<file path="config.mk">
export PLATFORM = sky130hd
export DESIGN_NAME = mem_arbiter_flat
export DESIGN_NICKNAME = d
export VERILOG_FILES = /design/src/rtl/mem_arbiter_pkg.sv /design/src/rtl/mem_arbiter_if.sv /design/src/rtl/arb_rr2.sv /design/src/rtl/mem_arbiter.sv /design/src/flat_wrapper.sv
export SDC_FILE = /design/constraint.sdc
export NUM_CORES = 1
export LEC_CHECK = 0
export BUFFER_PORTS_ARGS = -buffer_cell sky130_fd_sc_hd__buf_4
export CAP_MARGIN = 20
export CORE_AREA = 2 2 122 124
export CTS_BUF_LIST = sky130_fd_sc_hd__clkbuf_16
export DETAILED_ROUTE_END_ITERATION = 7
export DIE_AREA = 0 0 124 126
export GPL_TIMING_DRIVEN = 0
export PLACE_DENSITY_LB_ADDON = 0.05
export SETUP_SLACK_MARGIN = 0.3
export SYNTH_ARGS = -nofsm -noshare
export SYNTH_HDL_FRONTEND = slang
export SYNTH_SLANG_ARGS = --single-unit
</file>
<file path="constraint.sdc">
create_clock -name I_clk -period 2.3 [get_ports I_clk]
set_input_delay 0.345 -clock I_clk [delete_from_list [all_inputs] [get_ports I_clk]]
set_output_delay 0.345 -clock I_clk [all_outputs]
set_load 0.05 [all_outputs]
</file>
<file path="src/rtl/mem_arbiter_pkg.sv">
// Shared types and constants for the two-master shared data-memory arbiter.
package mem_arbiter_pkg;

  typedef enum logic [1:0] {
    StIdle = 2'd0,
    StOwn0 = 2'd1,
    StOwn1 = 2'd2
  } state_e;

  localparam logic Port0 = 1'b0;
  localparam logic Port1 = 1'b1;

  function automatic state_e own_state(input logic port);
    return port ? StOwn1 : StOwn0;
  endfunction

endpackage

</file>
<file path="src/rtl/mem_arbiter_if.sv">
// Bundle of both master ports plus the shared memory port; slave side faces the arbiter.
interface mem_arbiter_if #(
  parameter int unsigned ADDR_W = 32
) ();

  logic              I_m0_req;
  logic              I_m0_we;
  logic [ADDR_W-1:0] I_m0_addr;
  logic [31:0]       I_m0_wdata;
  logic [3:0]        I_m0_be;
  logic              O_m0_gnt;
  logic              O_m0_rvalid;
  logic [31:0]       O_m0_rdata;

  logic              I_m1_req;
  logic              I_m1_we;
  logic [ADDR_W-1:0] I_m1_addr;
  logic [31:0]       I_m1_wdata;
  logic [3:0]        I_m1_be;
  logic              O_m1_gnt;
  logic              O_m1_rvalid;
  logic [31:0]       O_m1_rdata;

  logic              O_mem_en;
  logic              O_mem_we;
  logic [ADDR_W-1:0] O_mem_addr;
  logic [31:0]       O_mem_wdata;
  logic [3:0]        O_mem_be;
  logic [31:0]       I_mem_rdata;

  modport slave (
    input  I_m0_req, I_m0_we, I_m0_addr, I_m0_wdata, I_m0_be,
    output O_m0_gnt, O_m0_rvalid, O_m0_rdata,
    input  I_m1_req, I_m1_we, I_m1_addr, I_m1_wdata, I_m1_be,
    output O_m1_gnt, O_m1_rvalid, O_m1_rdata,
    output O_mem_en, O_mem_we, O_mem_addr, O_mem_wdata, O_mem_be,
    input  I_mem_rdata
  );

  modport master (
    output I_m0_req, I_m0_we, I_m0_addr, I_m0_wdata, I_m0_be,
    input  O_m0_gnt, O_m0_rvalid, O_m0_rdata,
    output I_m1_req, I_m1_we, I_m1_addr, I_m1_wdata, I_m1_be,
    input  O_m1_gnt, O_m1_rvalid, O_m1_rdata,
    input  O_mem_en, O_mem_we, O_mem_addr, O_mem_wdata, O_mem_be,
    output I_mem_rdata
  );

endinterface

</file>
<file path="src/rtl/arb_rr2.sv">
// Two-way round-robin pick: a lone requester wins; on contention the port that did not win last.
module arb_rr2 (
  input  logic [1:0] req,
  input  logic       last,
  output logic [1:0] gnt
);

  always_comb begin
    gnt = 2'b00;
    unique case (req)
      2'b01:   gnt = 2'b01;
      2'b10:   gnt = 2'b10;
      2'b11:   gnt = last ? 2'b01 : 2'b10;
      default: gnt = 2'b00;
    endcase
  end

endmodule

</file>
<file path="src/rtl/mem_arbiter.sv">
// Arbitrates a CPU port and a loader/debug port onto one data memory with bounded bursts.
module mem_arbiter
  import mem_arbiter_pkg::*;
#(
  parameter int unsigned ADDR_W    = 32,
  parameter int unsigned MAX_BURST = 4
) (
  input logic          I_clk,
  input logic          I_rst,
  mem_arbiter_if.slave bus
);

  localparam logic [3:0] MaxBurst = 4'(MAX_BURST);

  state_e     state_q, state_d;
  logic       last_q, last_d;
  logic [3:0] cnt_q, cnt_d;
  logic       rvalid0_q, rvalid1_q;
  logic [1:0] req, rr_gnt, gnt;
  logic       own, oth, win;

  assign req = {bus.I_m1_req, bus.I_m0_req};
  assign own = (state_q == StOwn1) ? Port1 : Port0;
  assign oth = ~own;
  assign win = gnt[Port1];

  arb_rr2 u_arb_rr2 (
    .req  (req),
    .last (last_q),
    .gnt  (rr_gnt)
  );

  always_ff @(posedge I_clk or negedge I_rst) begin
    if (!I_rst) begin
      state_q   <= StIdle;
      last_q    <= Port1;
      cnt_q     <= 4'd0;
      rvalid0_q <= 1'b0;
      rvalid1_q <= 1'b0;
    end else begin
      state_q   <= state_d;
      last_q    <= last_d;
      cnt_q     <= cnt_d;
      rvalid0_q <= gnt[Port0] & ~bus.I_m0_we;
      rvalid1_q <= gnt[Port1] & ~bus.I_m1_we;
    end
  end

  always_comb begin
    state_d = state_q;
    last_d  = last_q;
    cnt_d   = cnt_q;
    if (gnt == 2'b00) begin
      state_d = StIdle;
      cnt_d   = 4'd0;
    end else if (state_q == own_state(win)) begin
      cnt_d = (cnt_q == 4'hF) ? cnt_q : cnt_q + 4'd1;
    end else begin
      state_d = own_state(win);
      cnt_d   = 4'd1;
      last_d  = win;
    end
  end

  always_comb begin
    gnt = 2'b00;
    unique case (state_q)
      StOwn0, StOwn1: begin
        // Owner keeps the bus unless the other side is waiting and the burst is spent.
        if (req[own] && (!req[oth] || cnt_q < MaxBurst)) begin
          gnt[own] = 1'b1;
        end else if (req[oth]) begin
          gnt[oth] = 1'b1;
        end
      end
      default: gnt = rr_gnt;
    endcase
    if (!I_rst) gnt = 2'b00;

    bus.O_mem_en    = 1'b0;
    bus.O_mem_we    = 1'b0;
    bus.O_mem_addr  = {ADDR_W{1'b0}};
    bus.O_mem_wdata = 32'd0;
    bus.O_mem_be    = 4'd0;
    if (gnt[Port0]) begin
      bus.O_mem_en    = 1'b1;
      bus.O_mem_we    = bus.I_m0_we;
      bus.O_mem_addr  = bus.I_m0_addr;
      bus.O_mem_wdata = bus.I_m0_wdata;
      bus.O_mem_be    = bus.I_m0_be;
    end else if (gnt[Port1]) begin
      bus.O_mem_en    = 1'b1;
      bus.O_mem_we    = bus.I_m1_we;
      bus.O_mem_addr  = bus.I_m1_addr;
      bus.O_mem_wdata = bus.I_m1_wdata;
      bus.O_mem_be    = bus.I_m1_be;
    end
  end

  assign bus.O_m0_gnt    = gnt[Port0];
  assign bus.O_m1_gnt    = gnt[Port1];
  assign bus.O_m0_rvalid = rvalid0_q;
  assign bus.O_m1_rvalid = rvalid1_q;
  assign bus.O_m0_rdata  = rvalid0_q ? bus.I_mem_rdata : 32'd0;
  assign bus.O_m1_rdata  = rvalid1_q ? bus.I_mem_rdata : 32'd0;

endmodule

</file>
<file path="src/flat_wrapper.sv">
// flat-port wrapper written by rule: the top's interface ports become plain ports
module mem_arbiter_flat import mem_arbiter_pkg::*;
#(
  parameter int unsigned ADDR_W    = 32,
  parameter int unsigned MAX_BURST = 4
)
  (I_clk, I_rst, bus_I_m0_req, bus_I_m0_we, bus_I_m0_addr, bus_I_m0_wdata, bus_I_m0_be, bus_O_m0_gnt, bus_O_m0_rvalid, bus_O_m0_rdata, bus_I_m1_req, bus_I_m1_we, bus_I_m1_addr, bus_I_m1_wdata, bus_I_m1_be, bus_O_m1_gnt, bus_O_m1_rvalid, bus_O_m1_rdata, bus_O_mem_en, bus_O_mem_we, bus_O_mem_addr, bus_O_mem_wdata, bus_O_mem_be, bus_I_mem_rdata);
  mem_arbiter_if #(.ADDR_W(ADDR_W)) bus_i ();
  input logic I_clk;
  input logic I_rst;
  input wire logic [$bits(bus_i.I_m0_req)-1:0] bus_I_m0_req;
  input wire logic [$bits(bus_i.I_m0_we)-1:0] bus_I_m0_we;
  input wire logic [$bits(bus_i.I_m0_addr)-1:0] bus_I_m0_addr;
  input wire logic [$bits(bus_i.I_m0_wdata)-1:0] bus_I_m0_wdata;
  input wire logic [$bits(bus_i.I_m0_be)-1:0] bus_I_m0_be;
  output wire logic [$bits(bus_i.O_m0_gnt)-1:0] bus_O_m0_gnt;
  output wire logic [$bits(bus_i.O_m0_rvalid)-1:0] bus_O_m0_rvalid;
  output wire logic [$bits(bus_i.O_m0_rdata)-1:0] bus_O_m0_rdata;
  input wire logic [$bits(bus_i.I_m1_req)-1:0] bus_I_m1_req;
  input wire logic [$bits(bus_i.I_m1_we)-1:0] bus_I_m1_we;
  input wire logic [$bits(bus_i.I_m1_addr)-1:0] bus_I_m1_addr;
  input wire logic [$bits(bus_i.I_m1_wdata)-1:0] bus_I_m1_wdata;
  input wire logic [$bits(bus_i.I_m1_be)-1:0] bus_I_m1_be;
  output wire logic [$bits(bus_i.O_m1_gnt)-1:0] bus_O_m1_gnt;
  output wire logic [$bits(bus_i.O_m1_rvalid)-1:0] bus_O_m1_rvalid;
  output wire logic [$bits(bus_i.O_m1_rdata)-1:0] bus_O_m1_rdata;
  output wire logic [$bits(bus_i.O_mem_en)-1:0] bus_O_mem_en;
  output wire logic [$bits(bus_i.O_mem_we)-1:0] bus_O_mem_we;
  output wire logic [$bits(bus_i.O_mem_addr)-1:0] bus_O_mem_addr;
  output wire logic [$bits(bus_i.O_mem_wdata)-1:0] bus_O_mem_wdata;
  output wire logic [$bits(bus_i.O_mem_be)-1:0] bus_O_mem_be;
  input wire logic [$bits(bus_i.I_mem_rdata)-1:0] bus_I_mem_rdata;
  assign bus_i.I_m0_req = bus_I_m0_req;
  assign bus_i.I_m0_we = bus_I_m0_we;
  assign bus_i.I_m0_addr = bus_I_m0_addr;
  assign bus_i.I_m0_wdata = bus_I_m0_wdata;
  assign bus_i.I_m0_be = bus_I_m0_be;
  assign bus_O_m0_gnt = bus_i.O_m0_gnt;
  assign bus_O_m0_rvalid = bus_i.O_m0_rvalid;
  assign bus_O_m0_rdata = bus_i.O_m0_rdata;
  assign bus_i.I_m1_req = bus_I_m1_req;
  assign bus_i.I_m1_we = bus_I_m1_we;
  assign bus_i.I_m1_addr = bus_I_m1_addr;
  assign bus_i.I_m1_wdata = bus_I_m1_wdata;
  assign bus_i.I_m1_be = bus_I_m1_be;
  assign bus_O_m1_gnt = bus_i.O_m1_gnt;
  assign bus_O_m1_rvalid = bus_i.O_m1_rvalid;
  assign bus_O_m1_rdata = bus_i.O_m1_rdata;
  assign bus_O_mem_en = bus_i.O_mem_en;
  assign bus_O_mem_we = bus_i.O_mem_we;
  assign bus_O_mem_addr = bus_i.O_mem_addr;
  assign bus_O_mem_wdata = bus_i.O_mem_wdata;
  assign bus_O_mem_be = bus_i.O_mem_be;
  assign bus_i.I_mem_rdata = bus_I_mem_rdata;
  mem_arbiter #(.ADDR_W(ADDR_W), .MAX_BURST(MAX_BURST)) u_core (.I_clk(I_clk), .I_rst(I_rst), .bus(bus_i));
endmodule
</file>
==> metrics.log, run 1 <==
[metrics] run status: complete, but fails checks
[metrics] failing checks: negative setup slack
[metrics] initial detailed-routing violation count: 81
[metrics] final setup violation count: 72
[metrics] critical path cell sequence: inv_2, ha_4, inv_1, or3_1, o2111ai_2, buf_6, clkinv_8, buf_12, buf_12, nand2_2, nand2_8, buf_12
[metrics] Filler Cells Inserted: 1443
[metrics] critical path data required time: 1.96 ns
[metrics] Bufs on Longest Clock Path: 2
[metrics] flip-flop and latch count after synthesis: 9
[metrics] area inside the core boundary: 14300 um^2
[metrics] Netlist Area Pre-Place: 1990 um^2
[metrics] Num CTS Buffers: 3
[metrics] total wire length after detailed routing: 14700 um
[metrics] Synthesized Nets: 536
[metrics] slack of the worst reg-to-reg path: 0.17 ns
[metrics] Setup Crit Path Kind: reg -> out
[metrics] worst setup margin: -0.350 ns
[metrics] horizontal die dimension: 124 um
[metrics] data arrival time of the critical path: 2.30 ns
[metrics] fin crit period: 2.65 ns
[metrics] via count: 3770
[metrics] post-detailed-route count of antenna-violating nets: 0
[metrics] Yosys top cell area share: 0.271
[metrics] period utilization: 1.15
[metrics] GRT Residual Overflow: 0
[metrics] kind of end point of the critical path: primary output
[metrics] layout cell share with drive strength beyond 1: 0.719
[metrics] insertion delay to the later sink of the worst-skew pair: 0.23 ns
[metrics] Hold Path Class: in -> async
[metrics] total I/O pin count: 312
[metrics] total iterations of the first detailed-routing run: 4
[metrics] CP Launch Type: flip-flop
[metrics] most common cell after layout, fill and taps aside: sky130_fd_sc_hd__buf_4
[metrics] number of synthesized flops with an enable pin: 0
[metrics] Initial Util: 0.139
[metrics] wire length of the first global-routing pass: 20600 um
[metrics] vias per cell: 4.28
[metrics] mean post-synth cell area: 5.55 um^2
[metrics] yosys warns: 0
[metrics] maximum number of pins on one net before global-route repair: 11
[metrics] clock tree from TritonCTS: yes
[metrics] number of remaining DRC errors: 0
[metrics] std cell rows: 44
[metrics] maximum cell stage delay along the critical path: 0.38 ns
[metrics] worst reg2reg startpoint: u_core.state_q[0]
[metrics] max-slew violation count: 0
[metrics] P_leak: 3.16 nW
[metrics] CP max-delay cell: sky130_fd_sc_hd__dfrtp_1
[metrics] clock-pin transition on the worst setup and hold timing paths: 0.04 ns
[metrics] async set-or-reset flop fraction in the synthesized netlist: 1.00
[metrics] startpoint of the most critical setup path: u_core.state_q[0]
[metrics] largest area contributor in the netlist: sky130_fd_sc_hd__nand2_1
[metrics] placed inst area: 5040 um^2
[metrics] finished layout cell area: 6330 um^2
[metrics] number of I/O port buffers: 311
[metrics] synth top area cells: sky130_fd_sc_hd__nand2_1 (27%), sky130_fd_sc_hd__and2_1 (20%), sky130_fd_sc_hd__nand3_1 (18%)
[metrics] largest clock skew in the final design: 0.000638 ns
[metrics] number of library cell types mapped by synthesis: 32
[metrics] layout-stage area growth over the synthesis result: 218%
[metrics] power density cells: 701 nW/um^2
[metrics] post-DP HPWL: 11800 um
[metrics] critical path peak fanout: 8
[metrics] footprint of the multi-input gates: 2260 um^2
[metrics] relative slew slack: 0.666
[metrics] total routing usage reported by global routing: 0.171
[metrics] post-DR wirelength/cell: 16.7 um
[metrics] maximum level of the CTS H-tree: 1
[metrics] total die area: 15600 um^2
[metrics] WP buf/inv: 7
[metrics] via count of the first global-routing pass: 3778
[metrics] commonest cells after routing, fill and taps aside: sky130_fd_sc_hd__buf_4 (249), sky130_fd_sc_hd__nand2_1 (65), sky130_fd_sc_hd__nand2_2 (65)
[metrics] gate family responsible for the most delay along the worst path: buffers and inverters
[metrics] # Max-Cap Violations: 0
[metrics] measured slew at the worst slew-check pin: 0.497 ns
[metrics] Pwr Total: 0.00444 W
[metrics] Sum Neg Setup Slack: -22.11 ns
[metrics] Post-synth top flop: sky130_fd_sc_hd__dfrtp_1
[metrics] NumNets Final: 875
[metrics] combined flip-flop and latch cell area: 230 um^2
[metrics] largest voltage drop on the vdd net: 0.000335 V
[metrics] fmax: 377 MHz
[metrics] master cell of the clock root buffer: sky130_fd_sc_hd__clkbuf_16
[metrics] most frequent cell on the critical path: sky130_fd_sc_hd__buf_12
[metrics] RSZ-0062 raised after global routing: true
[metrics] count of mapped cells out of synthesis: 359
[metrics] die boundary height: 126 um
[metrics] number of antenna violations at the first check in global routing: 0
[metrics] Num Clock Sinks: 9
[metrics] Diodes inserted: 0
[metrics] sequential element share of the synthesized area: 0.114
[metrics] weighted congestion at the end of routability-driven global placement: 0.805
[metrics] number of endpoints with negative hold slack in the final report: 0
## synth_stat cells, types with 3 or more instances
| library cell | count |
|---|---|
| sky130_fd_sc_hd__nand2_1 | 144 |
| sky130_fd_sc_hd__nand3_1 | 71 |
| sky130_fd_sc_hd__and2_1 | 64 |
| sky130_fd_sc_hd__clkbuf_1 | 12 |
| sky130_fd_sc_hd__buf_2 | 9 |
| sky130_fd_sc_hd__dfrtp_1 | 8 |
| sky130_fd_sc_hd__buf_6 | 7 |
| sky130_fd_sc_hd__nor2_1 | 7 |
| sky130_fd_sc_hd__a21oi_1 | 4 |
| sky130_fd_sc_hd__nand2b_1 | 4 |
| sky130_fd_sc_hd__ha_1 | 3 |
| sky130_fd_sc_hd__inv_1 | 3 |
## metrics by stage
step | instances | hold slack [ns] | setup WS (ns) | utilization
6_report | 881 | 0.0941 | -0.350 | 0.442
5_1_grt | 881 | 0.0960 | -0.423 | 0.442
4_1_cts | 862 | 0.0962 | -0.352 | 0.397
3_5_place_dp | 854 | 0.202 | -0.572 | 0.352
3_3_place_gp | 854 | 0.199 | -0.538 | 0.352
2_1_floorplan | 359 | 0.0494 | -0.0609 | -
## worst register-to-register path, delay by kind of cell (launching register included)
kind,cells,cell delay [ns]
buf+inv,3,0.37
fa+ha+maj,1,0.18
flops,1,0.38
simple gates,2,0.23
compound gates,3,0.87
## final cells by class
class	count	area share
Multi-Input combinational cell	317	0.357
Clock buffer	3	0.0119
Sequential cell	9	0.0363
Timing Repair Buffer	334	0.491
Inverter	5	0.00691
Tap cell	184	0.0363
Buffer	28	0.0595
Clock inverter	1	0.000593
## cell families (layout without fill, tap and decap cells)
logic type,after synthesis,count (layout),synth area share
fa+ha+maj,3,3,0.0188
xor+xnor,1,1,0.00440
buf+inv,33,371,0.0955
simple gates,298,298,0.705
mux,2,2,0.0101
flops,9,9,0.114
compound gates,13,13,0.0521
## state kept, by name, summed over array words and instances (netlist names)
register / flops
u_core.cnt_q: 4
u_core.bus.O_m0_rvalid: 1
u_core.state_q: 2
u_core.bus.O_m1_rvalid: 1
u_core.last_q: 1
## power by group
group	internal [W]	switching [W]	leakage, nW
combinational	0.00164	0.00227	3.01
clock	0.000227	0.0000719	0.0423
sequential	0.000195	0.0000359	0.114
## final timing paths
check | to | depth (start not counted)
max reg2reg | u_core.cnt_q[3] | 9
min | u_core.last_q | 1
min in group I_clk | u_core.bus.O_m0_rvalid | 2
max in group asynchronous | u_core.state_q[1] | 2
max | bus_O_mem_wdata[30] | 12
min reg2reg | u_core.cnt_q[3] | 1
## repair_timing
item,4_1_cts,5_1_grt
pin swaps,5,8
setup endpoints to repair,73,76
cloned,1,4
hold buffers,1,0
buffers inserted,2,15
hold endpoints to repair,8,0
gates resized for setup,144,103
## layer usage
layer / track usage / share of wire
met1: 0.168 / 0.32
met2: 0.359 / 0.58
met3: 0.0448 / 0.096
met4: 0.0139 / 0.0049
met5: 0 / 0
Note: power is estimated with default switching activity, not from simulation.
==> run 2, diff against run 1 <==
--- a/config.mk
+++ b/config.mk
@@ -17,3 +17,4 @@
 export SYNTH_ARGS = -nofsm -noshare
 export SYNTH_HDL_FRONTEND = slang
 export SYNTH_SLANG_ARGS = --single-unit
+export TNS_END_PERCENT = 30
==> metrics.log, run 2 (same netlist as run 1, synthesis figures left out) <==
[metrics] master cell of the clock root buffer: sky130_fd_sc_hd__clkbuf_16
[metrics] peak-usage layer in the global routing report: met2
[metrics] failing checks: negative setup slack
[metrics] clock-pin transition on the worst setup and hold timing paths: 0.04 ns
[metrics] total I/O pin count: 312
[metrics] largest clock skew in the final design: 0.00206 ns
[metrics] final setup violation count: 72
[metrics] run status: complete, but fails checks
[metrics] most common cell after layout, fill and taps aside: sky130_fd_sc_hd__buf_4
[metrics] P_leak: 3.16 nW
[metrics] max-slew violation count: 0
[metrics] clock tree from TritonCTS: yes
[metrics] commonest cells after routing, fill and taps aside: sky130_fd_sc_hd__buf_4 (246), sky130_fd_sc_hd__nand2_1 (82), sky130_fd_sc_hd__and2_1 (64)
[metrics] number of antenna violations at the first check in global routing: 0
[metrics] RSZ-0062 raised after global routing: true
[metrics] NumNets Final: 866
[metrics] Reg with most FFs: u_core.cnt_q
[metrics] via count: 3671
[metrics] maximum level of the CTS H-tree: 1
[metrics] die boundary height: 126 um
[metrics] Worst R2R Path Depth: 7
[metrics] registers with the most flip-flops: u_core.cnt_q x4, u_core.state_q x2
[metrics] Num CTS Buffers: 3
[metrics] slack of the worst reg-to-reg path: 0.22 ns
[metrics] GR Layer Usage met2: 0.321
[metrics] worst reg2reg startpoint: u_core.state_q[0]
[metrics] maximum number of pins on one net before global-route repair: 11
[metrics] post-DR wirelength/cell: 16.4 um
[metrics] met3 GRT Util: 0.0331
[metrics] max FFs per register: 4
[metrics] fmax: 378 MHz
[metrics] setup slack after placement: -0.464 ns
[metrics] total die area: 15600 um^2
[metrics] GRT Residual Overflow: 0
[metrics] largest voltage drop on the vdd net: 0.000311 V
[metrics] area inside the core boundary: 14300 um^2
[metrics] std cell rows: 44
[metrics] total iterations of the first detailed-routing run: 6
[metrics] critical path peak fanout: 7
[metrics] post-DP HPWL: 11300 um
[metrics] relative slew slack: 0.515
[metrics] layout-stage area growth over the synthesis result: 205%
[metrics] data arrival time of the critical path: 2.30 ns
[metrics] initial detailed-routing violation count: 114
[metrics] period utilization: 1.15
[metrics] Num Clock Sinks: 9
[metrics] Hold Path Class: in -> async
[metrics] kind of end point of the critical path: primary output
[metrics] insertion delay to the later sink of the worst-skew pair: 0.23 ns
[metrics] met1 usage in global routing: 0.178
[metrics] measured slew at the worst slew-check pin: 0.720 ns
[metrics] fin crit period: 2.64 ns
[metrics] number of remaining DRC errors: 0
[metrics] vias per cell: 4.21
[metrics] post-detailed-route count of antenna-violating nets: 0
[metrics] # Max-Cap Violations: 0
[metrics] total wire length after detailed routing: 14300 um
[metrics] Diodes inserted: 0
[metrics] layout cell share with drive strength beyond 1: 0.647
[metrics] weighted congestion at the end of routability-driven global placement: 0.815
[metrics] Bufs on Longest Clock Path: 2
[metrics] Sum Neg Setup Slack: -21.97 ns
[metrics] endpoint of the worst-slack reg-to-reg timing path: u_core.cnt_q[1]
[metrics] horizontal die dimension: 124 um
[metrics] worst setup margin: -0.342 ns
[metrics] CP Launch Type: flip-flop
[metrics] Setup Crit Path Kind: reg -> out
[metrics] wire length of the first global-routing pass: 19600 um
[metrics] number of endpoints with negative hold slack in the final report: 0
[metrics] critical path data required time: 1.96 ns
[metrics] Initial Util: 0.139
[metrics] power density cells: 698 nW/um^2
[metrics] total routing usage reported by global routing: 0.162
[metrics] via count of the first global-routing pass: 3593
[metrics] number of I/O port buffers: 311
-- run 2: metrics by stage --
stage                     total power [W]  instances  area [um^2]  hold slack, ns  utilization
after floorplan                   0.00226        359         2360          0.0494            -
after global placement            0.00324        854         4920           0.199        0.344
after detailed placement          0.00325        854         4920           0.201        0.344
after CTS                         0.00392        863         5490           0.101        0.384
after global routing              0.00444        872         6070           0.115        0.424
final                             0.00423        872         6070           0.112        0.424
-- run 2: metal layers --
metal	share of wire	wire length (um)	vias up
met5	0	0	-
met1	0.35	5050	1644
met4	0.011	159	0
li1	-	-	1816
met3	0.094	1340	10
met2	0.54	7720	201
-- run 2: final cells by class --
class,count,area (um^2)
buffer,28,335
clock buffer,3,75.1
clock inverter,1,3.75
fill,1488,8250
inverter,5,43.8
multi-input combinational,317,2180
sequential,9,230
tap,184,230
timing repair buffer,323,2940
timing repair inverter,2,27.5
-- run 2: worst max path at each step --
stage / from / to / slack [ns] / cells after the start
2_1_floorplan: u_core.state_q[1] / bus_O_mem_addr[20] / -0.17 / 9
3_3_place_gp: u_core.state_q[1] / bus_O_mem_addr[13] / -0.43 / 10
3_5_place_dp: u_core.state_q[1] / bus_O_mem_addr[13] / -0.46 / 10
4_1_cts: u_core.state_q[0] / bus_O_mem_be[0] / -0.34 / 10
5_1_grt: u_core.state_q[1] / bus_O_mem_be[3] / -0.44 / 10
6_report: u_core.state_q[1] / bus_O_mem_be[3] / -0.34 / 10
-- run 2: worst max-delay path, stage by stage, from the launching register on --
cell and delay, ns:
sky130_fd_sc_hd__dfrtp_2 0.44, sky130_fd_sc_hd__ha_4 0.19, sky130_fd_sc_hd__or3_4 0.34, sky130_fd_sc_hd__a21oi_4 0.17, sky130_fd_sc_hd__o2111ai_4 0.19, sky130_fd_sc_hd__buf_12 0.20, sky130_fd_sc_hd__inv_12 0.09, sky130_fd_sc_hd__clkbuf_16 0.14
sky130_fd_sc_hd__nand2_1 0.05, sky130_fd_sc_hd__nand2_1 0.07, sky130_fd_sc_hd__buf_6 0.16
-- run 2: what timing repair did --
action | 4_1_cts | 5_1_grt
resized for setup | 123 | 116
hold buffers | 1 | 0
hold endpoints to repair | 8 | 0
pin swaps | 3 | 20
buffers inserted | 3 | 1
cloned | 1 | 8
endpoints found under the setup margin | 73 | 77
-- run 2: power by group --
part	switching, W	total (W)	internal, W
Sequential	0.0000374	0.000232	0.000195
Combinational	0.00221	0.00370	0.00150
Clock	0.0000716	0.000298	0.000227
Total	0.00231	0.00423	0.00192
==> run 3, diff against run 2 <==
--- a/config.mk
+++ b/config.mk
@@ -7,10 +7,12 @@
 export LEC_CHECK = 0
 export BUFFER_PORTS_ARGS = -buffer_cell sky130_fd_sc_hd__buf_4
 export CAP_MARGIN = 20
-export CORE_AREA = 2 2 122 124
+export CELL_PAD_IN_SITES_DETAIL_PLACEMENT = 1
+export CELL_PAD_IN_SITES_GLOBAL_PLACEMENT = 2
+export CORE_MARGIN = 2
+export CORE_UTILIZATION = 10
 export CTS_BUF_LIST = sky130_fd_sc_hd__clkbuf_16
 export DETAILED_ROUTE_END_ITERATION = 7
-export DIE_AREA = 0 0 124 126
 export GPL_TIMING_DRIVEN = 0
 export PLACE_DENSITY_LB_ADDON = 0.05
 export SETUP_SLACK_MARGIN = 0.3
==> metrics.log, run 3 (same netlist as run 1, synthesis figures left out) <==
[metrics] # Max-Cap Violations: 0
[metrics] clock-pin transition on the worst setup and hold timing paths: 0.04 ns
[metrics] NumNets Final: 870
[metrics] critical path peak fanout: 10
[metrics] master cell of the clock root buffer: sky130_fd_sc_hd__clkbuf_16
[metrics] Setup Crit Path Kind: reg -> out
[metrics] most common cell after layout, fill and taps aside: sky130_fd_sc_hd__buf_4
[metrics] layout-stage area growth over the synthesis result: 209%
[metrics] failing checks: negative setup slack
[metrics] CP max-delay cell: sky130_fd_sc_hd__o41a_4
[metrics] via count: 3759
[metrics] layout cell share with drive strength beyond 1: 0.647
[metrics] power density cells: 703 nW/um^2
[metrics] fin crit period: 2.67 ns
[metrics] fmax: 375 MHz
[metrics] maximum level of the CTS H-tree: 1
[metrics] tightest hold margin: 0.101 ns
[metrics] number of endpoints with negative hold slack in the final report: 0
[metrics] Num Clock Sinks: 9
[metrics] run status: complete, but fails checks
[metrics] post-DR wirelength/cell: 16.4 um
[metrics] horizontal die dimension: 145 um
[metrics] worst setup margin: -0.367 ns
[metrics] Diodes inserted: 0
[metrics] post-DP HPWL: 12900 um
[metrics] insertion delay to the later sink of the worst-skew pair: 0.24 ns
[metrics] critical path cell sequence: inv_2, ha_4, nand2b_4, o41a_4, clkinv_8, buf_8, nand3_1, nand2_2, buf_8
[metrics] registers with the most flip-flops: u_core.cnt_q x4, u_core.state_q x2
[metrics] Bufs on Longest Clock Path: 2
[metrics] maximum cell stage delay along the critical path: 0.58 ns
[metrics] number of antenna violations at the first check in global routing: 0
[metrics] Filler Cells Inserted: 2386
[metrics] final cell count without fillers: 957
[metrics] setup slack after placement: -0.616 ns
[metrics] combined flip-flop and latch cell area: 230 um^2
[metrics] most frequent cell on the critical path: sky130_fd_sc_hd__buf_8
[metrics] post-detailed-route count of antenna-violating nets: 0
[metrics] period utilization: 1.16
[metrics] final setup violation count: 72
[metrics] total wire length after detailed routing: 15700 um
[metrics] measured slew at the worst slew-check pin: 0.585 ns
[metrics] clock tree from TritonCTS: yes
[metrics] footprint of the multi-input gates: 2080 um^2
[metrics] GRT Residual Overflow: 0
[metrics] via count of the first global-routing pass: 3996
[metrics] std cell rows: 51
[metrics] vias per cell: 3.93
[metrics] area inside the core boundary: 19500 um^2
[metrics] max FFs per register: 4
[metrics] data arrival time of the critical path: 2.32 ns
[metrics] weighted congestion at the end of routability-driven global placement: 0.764
[metrics] die boundary height: 145 um
[metrics] largest voltage drop on the vdd net: 0.000227 V
[metrics] count of placed standard cells including taps: 935
[metrics] relative slew slack: 0.606
[metrics] initial detailed-routing violation count: 56
[metrics] total die area: 21100 um^2
[metrics] commonest cells after routing, fill and taps aside: sky130_fd_sc_hd__buf_4 (250), sky130_fd_sc_hd__nand2_1 (82), sky130_fd_sc_hd__and2_1 (64)
[metrics] Finished Core Util: 0.316
[metrics] wire length of the first global-routing pass: 23800 um
[metrics] Num CTS Buffers: 3
[metrics] P_leak: 3.11 nW
[metrics] total iterations of the first detailed-routing run: 4
[metrics] number of I/O port buffers: 311
[metrics] Sum Neg Setup Slack: -23.47 ns
[metrics] total I/O pin count: 312
[metrics] maximum number of pins on one net before global-route repair: 11
[metrics] Hold Path Class: in -> async
[metrics] total routing usage reported by global routing: 0.141
[metrics] CP Launch Type: flip-flop
[metrics] largest clock skew in the final design: 0.000924 ns
[metrics] Reg with most FFs: u_core.cnt_q
[metrics] critical path data required time: 1.96 ns
[metrics] RSZ-0062 raised after global routing: true
[metrics] number of remaining DRC errors: 0
[metrics] Initial Util: 0.102
[metrics] kind of end point of the critical path: primary output
[metrics] max-slew violation count: 0
-- run 3: cell types whose count changed in the layout (fill, tap and decap cells not counted), moves of 2 or more --
cell / delta
sky130_fd_sc_hd__buf_8: -4
sky130_fd_sc_hd__nand2_2: +17
sky130_fd_sc_hd__buf_12: +5
sky130_fd_sc_hd__nand2_4: -17
sky130_fd_sc_hd__buf_6: -2
sky130_fd_sc_hd__buf_4: +4
-- run 3: repair_timing --
item,in CTS,in global routing
hold buffers,1,0
pin swaps,11,24
hold endpoints to repair,8,0
setup endpoints to repair,73,76
buffers inserted,5,3
gates resized for setup,138,92
cloned,5,4
-- run 3: area by class of cell --
type                       count  area share
clock buffer                   3      0.0122
timing repair inverter         2     0.00528
inverter                       5     0.00934
clock inverter                 1    0.000609
buffer                        28      0.0632
multi-input combinational    317       0.337
timing repair buffer         327       0.481
tap                          265      0.0538
sequential                     9      0.0374
-- run 3: critical path: cells and delay by family (launching register included) --
kind	cells	cell delay (ns)
simple gates	3	0.35
fa+ha+maj	1	0.23
compound gates	1	0.58
buf+inv	4	0.52
flops	1	0.38
-- run 3: metal layers --
| layer | share of wire | GRT usage | wire, um | vias to the layer above |
|---|---|---|---|---|
| li1 | - | - | - | 1820 |
| met1 | 0.36 | 0.153 | 5620 | 1751 |
| met2 | 0.55 | 0.279 | 8700 | 177 |
| met3 | 0.074 | 0.0340 | 1170 | 11 |
| met4 | 0.015 | 0.0201 | 229 | 0 |
| met5 | 0 | 0 | 0 | - |
-- run 3: worst paths after layout --
kind,endpoint,slack [ns],startpoint,cells past startpoint
min in group I_clk,u_core.bus.O_m1_rvalid,0.27,bus_I_m1_we,2
worst max register to register,u_core.cnt_q[3],0.13,u_core.state_q[0],7
worst min register to register,u_core.cnt_q[3],0.53,u_core.cnt_q[3],1
worst max-delay path,bus_O_mem_addr[29],-0.37,u_core.state_q[0],9
max in group asynchronous,u_core.cnt_q[2],1.35,I_rst,2
worst min-delay path,u_core.last_q,0.10,I_rst,1
-- run 3: power breakdown --
part	total (W)	switching [W]	internal [W]
sequential	0.000228	0.0000332	0.000195
clock	0.000309	0.0000817	0.000228
combinational	0.00380	0.00224	0.00156
total	0.00433	0.00235	0.00198
-- run 3: per-stage QoR --
stage / power (W) / cell area (um^2)
global placement: 0.00329 / 5020
detailed placement: 0.00329 / 5020
finish: 0.00433 / 6160
global route: 0.00455 / 6160
floorplan: 0.00226 / 2360
CTS: 0.00410 / 5750
